[src/rtl/keypad_scan.sv]
// 4x4 matrix keypad scanner: strobes one active-low column at a time, debounces the
// synchronised rows and latches a key code with sticky valid and overrun flags.
module keypad_scan #(
  parameter int SCAN_DIV = 62500,
  parameter int DEBOUNCE = 20
) (
  input  logic       clk,
  input  logic       reset_,
  input  logic [3:0] row_in,
  output logic [3:0] col_out,
  input  logic       rd_ack,
  output logic [3:0] key_code,
  output logic       key_valid,
  output logic       key_pressed,
  output logic       overrun
);

  localparam int DIV_W = $clog2(SCAN_DIV);
  localparam int CNT_W = $clog2(DEBOUNCE + 1);

  typedef enum logic [1:0] {
    ST_SCAN,
    ST_DEBOUNCE,
    ST_HELD
  } state_t;

  state_t             state, state_n;
  logic [DIV_W-1:0]   div;
  logic [CNT_W-1:0]   cnt, cnt_n;
  logic [1:0]         col, col_n;
  logic [3:0]         row_s1, rs;
  logic [3:0]         pat, pat_n;
  logic [3:0]         cand_code, cand_n;
  logic [3:0]         acc_code;
  logic [1:0]         cand_row;
  logic               sample, pressed, accept, release_key;

  assign sample  = (div == DIV_W'(SCAN_DIV - 1));
  assign pressed = (rs != 4'b1111);

  // Lowest-numbered active row wins when several rows are low at once.
  always_comb begin
    cand_row = 2'd0;
    for (int i = 3; i >= 0; i--) begin
      if (!rs[i]) cand_row = 2'(i);
    end
  end

  // NOTE: every signal driven here gets a default first, so no path can infer a latch.
  always_comb begin
    state_n     = state;
    cnt_n       = cnt;
    col_n       = col;
    pat_n       = pat;
    cand_n      = cand_code;
    acc_code    = cand_code;
    accept      = 1'b0;
    release_key = 1'b0;
    case (state)
      ST_SCAN: begin
        if (sample && pressed) begin
          pat_n    = rs;
          cand_n   = {cand_row, col};
          acc_code = {cand_row, col};
          if (DEBOUNCE == 1) begin
            accept  = 1'b1;
            cnt_n   = '0;
            state_n = ST_HELD;
          end else begin
            cnt_n   = CNT_W'(1);
            state_n = ST_DEBOUNCE;
          end
        end else if (sample) begin
          col_n = col + 2'd1;
        end
      end
      ST_DEBOUNCE: begin
        if (sample) begin
          if (rs == pat) begin
            if (cnt == CNT_W'(DEBOUNCE - 1)) begin
              accept  = 1'b1;
              cnt_n   = '0;
              state_n = ST_HELD;
            end else begin
              cnt_n = cnt + CNT_W'(1);
            end
          end else begin
            cnt_n   = '0;
            col_n   = col + 2'd1;
            state_n = ST_SCAN;
          end
        end
      end
      ST_HELD: begin
        // Any pressed pattern restarts the release count; pattern changes are ignored.
        if (sample) begin
          if (!pressed) begin
            if (cnt == CNT_W'(DEBOUNCE - 1)) begin
              release_key = 1'b1;
              cnt_n       = '0;
              col_n       = col + 2'd1;
              state_n     = ST_SCAN;
            end else begin
              cnt_n = cnt + CNT_W'(1);
            end
          end else begin
            cnt_n = '0;
          end
        end
      end
      default: state_n = ST_SCAN;
    endcase
  end

  // NOTE: non-blocking assignments keep row_s1 -> rs a true two-stage shift.
  always_ff @(posedge clk or negedge reset_) begin
    if (!reset_) begin
      state       <= ST_SCAN;
      div         <= '0;
      cnt         <= '0;
      col         <= 2'd0;
      col_out     <= 4'b1110;
      row_s1      <= 4'b1111;
      rs          <= 4'b1111;
      pat         <= 4'b1111;
      cand_code   <= 4'd0;
      key_code    <= 4'd0;
      key_valid   <= 1'b0;
      key_pressed <= 1'b0;
      overrun     <= 1'b0;
    end else begin
      row_s1    <= row_in;
      rs        <= row_s1;
      div       <= sample ? '0 : div + DIV_W'(1);
      state     <= state_n;
      cnt       <= cnt_n;
      col       <= col_n;
      col_out   <= ~(4'b0001 << col_n);
      pat       <= pat_n;
      cand_code <= cand_n;
      if (accept) key_code <= acc_code;
      // An accept coinciding with rd_ack sets valid and does not count as overrun.
      key_valid <= accept | (key_valid & ~rd_ack);
      overrun   <= ~rd_ack & (overrun | (accept & key_valid));
      if (accept)           key_pressed <= 1'b1;
      else if (release_key) key_pressed <= 1'b0;
    end
  end

endmodule

[config.mk]
export PLATFORM = sky130hd
export DESIGN_NAME = keypad_scan
export DESIGN_NICKNAME = d
export VERILOG_FILES = /design/src/rtl/keypad_scan.sv
export SDC_FILE = /design/constraint.sdc
export NUM_CORES = 1
export LEC_CHECK = 0
export CORE_MARGIN = 2
export CORE_UTILIZATION = 30
export CTS_BUF_LIST = sky130_fd_sc_hd__clkbuf_16
export DETAILED_ROUTE_END_ITERATION = 16
export PLACE_DENSITY = 0.56
export RECOVER_POWER = 100
export SLEW_MARGIN = 20
export SYNTH_ARGS = -nofsm -noshare
export SYNTH_HDL_FRONTEND = slang
export SYNTH_SLANG_ARGS = --single-unit
[constraint.sdc]
create_clock -name clk -period 5.2 [get_ports clk]
set_clock_uncertainty 0.1 [all_clocks]
set_input_delay 0.78 -clock clk [delete_from_list [all_inputs] [get_ports clk]]
set_output_delay 0.78 -clock clk [all_outputs]
set_load 0.01 [all_outputs]
==> impl_results.md <==
* Area leader, netlist: dfrtp_1
* Synth warn at 0
* Crit-path slowest cell: clkbuf_1
* CTS Buf Count at 5
* Hold_sp: row_s1[1]
* Synth top area cells: dfrtp_1 (38%), dfstp_2 (16%), mux2_2 (4.6%)
* Area grow syn2layout at 17.1%
* Post-route ant nets at 0
* Worst-path cell chain: buf_2 > clkbuf_1
* HPWL Detailed at 3160 µm
* Fmax at 328 MHz
* Slew @ Worst Pin at 2.68 ns
* Ports at 18
* Worst-Skew Late Latency at 0.29 ns
* Fin crit share at 58.6%
* Die height at 94.2 µm
* Post-CTS setup buffers at 0
* Critical Path Fanout Max at 52
* Largest net degree at the start of global routing at 53
* CP arrival at 2.77 ns
* Syn_nets at 233
* Placed insts at 335
* Row cnt at 32
* Cts repair resizes at 0
* PD cells at 275 nW/µm²
* Drt drc at 0
* CP peak stage delay at 1.89 ns
* Vias per cell at 4.77
* Max-slew headroom at -78.4%
* Synth top area share at 38.0%
* RD Place Congestion at 0.768
* CP Class: input pin to async pin
* Reg2reg end: cnt[3]
* Worst hold path cell count at 0
* Buffers plus inverters on the worst setup path at 2
* Total power at 0.785 mW
* Final Hold Viols at 0
* Setup slack, reg-to-reg at 2.45 ns
* Ys async rst share at 100%
* Crit start category: input pin
* RSZ-0062 raised after global routing: false
* DIE AREA at 8870 µm²
* Worst vdd ir at 0.127 mV
* Vias in the first global route at 1633
* Synth Cell Area at 2440 µm²
* Drt initial violations at 87
* Critical Path RT at 4.93 ns
* Flops & latches, synth at 52
* Post-route core utilization at 36.6%
* Die X at 94.2 µm
* Deepest clock path buffer count at 2
* Hold buffers post-CTS at 0
* HP Class: flip-flop to flip-flop
* Sequential fraction of the synthesis area at 54.1%
* Number of setup violations in the final report at 0
* Drt first pass iters at 4
* Vias at 1636
* Grt total ovfl at 0
* Critical Path Sink Type: async pin
* Htree depth at 2
* Post-synth top cells: dfrtp_1 (37), nand2_1 (18)
* Reg-to-reg startpoint: div[2]
* Drt total wl at 4540 µm
* Port buffer count at 17
* Violated checks: max-capacitance violations, max-slew violations
* Worst-case reg-to-reg path depth at 6
* Pleak at 1.24 nW
* CTS tree: done
* Largest delay share family, worst path: buffers and inverters
* Post-synth cell types at 44
* Syn Area/Cell at 11.1 µm²
* Slew Viols, Final at 53
* Initial Util at 31.2%
* Drt wl/cell at 13.2 µm
* Cells after Synth at 220
* GRT Total Usage at 11.4%
* Count leader, synth: dfrtp_1
* Core box area at 7810 µm²
* Hold Path End: rs[1]
* # diodes at 0
* Clock Tree Root: clkbuf_16
* Share of layout cells above drive strength 1 at 14.9%
* Min Clock Period, post-route at 3.05 ns
* Layout Cells excl Fill at 343
* Sum Neg Setup Slack at 0 ns
* Final #Nets at 253
* Top_reg_cell synth: dfrtp_1
* TritonCTS Sinks at 52
* Initial antenna violation count at 0
* Number of synthesized flops with an enable pin at 0
* Worst-path clk slew at 0.07 ns
* Status: finished with violations
* Max-Cap Viols at 1
* First-pass GRT wire length at 7920 µm
[per-stage QoR]
| step | hold slack [ns] | setup WS, ns | cell area (µm²) |
|---|---|---|---|
| CTS | 0.258 | 2.60 | 2880 |
| floorplan | 0.245 | 3.05 | 2440 |
| finish | 0.255 | 2.15 | 2860 |
| detailed placement | 0.247 | 2.62 | 2720 |
| global route | 0.265 | 1.47 | 2860 |
| global placement | 0.245 | 2.63 | 2720 |
[worst max-delay path by stage]
stage           start        to  slack [ns]  cells after the start
2_1_floorplan  div[0]    cnt[3]        3.05                      8
3_3_place_gp   div[0]    cnt[3]        2.63                      7
3_5_place_dp   div[0]    cnt[3]        2.62                      7
4_1_cts        div[0]    cnt[3]        2.60                      7
5_1_grt        reset_  state[1]        1.47                      2
6_report       reset_  state[1]        2.15                      2
[sequential cells by signal (all words and copies together) (netlist names), 2 cells and up]
signal,count
cnt,5
key_code,4
div,16
row_s1,4
state,2
col_out,4
pat,4
col,2
cand_code,4
rs,4
[final cells by class]
cell class | instances | area (µm²)
timing repair buffer | 18 | 169
clock inverter | 2 | 11.3
inverter | 15 | 56.3
clock buffer | 6 | 150
tap | 102 | 128
sequential | 52 | 1320
multi-input combinational | 148 | 1020
fill | 768 | 4950
[cell usage in the layout (no fill, tap or decap), types with 8 or more instances in the layout]
cell type,n
nand2_1,18
mux2_2,9
inv_1,15
dlygate4sd3_1,15
xnor2_1,9
nand3_1,13
dfstp_2,15
o21ai_0,17
xor2_1,8
nor2_1,15
dfrtp_1,37
[metal layers]
metal	GRT usage, %	wire length, µm	vias up
met4	3.99	40	0
met1	16.0	2260	803
met3	2.57	101	4
li1	-	-	818
met5	0	0	-
met2	17.2	2140	11
[power breakdown]
group	total (mW)	switching (mW)	internal, mW	leakage, nW
clock	0.357	0.150	0.207	0.0823
combinational	0.0156	0.0109	0.00476	0.501
sequential	0.413	0.00265	0.410	0.660
[cell families after synthesis]
logic type / after synthesis / synth area share [%]
xor+xnor: 17 / 6.11
fa+ha+maj: 6 / 3.08
mux: 11 / 5.03
flops: 52 / 54.1
buf+inv: 20 / 3.23
simple gates: 78 / 18.7
compound gates: 36 / 9.75
No activity file was read; power rests on OpenSTA's default activity.
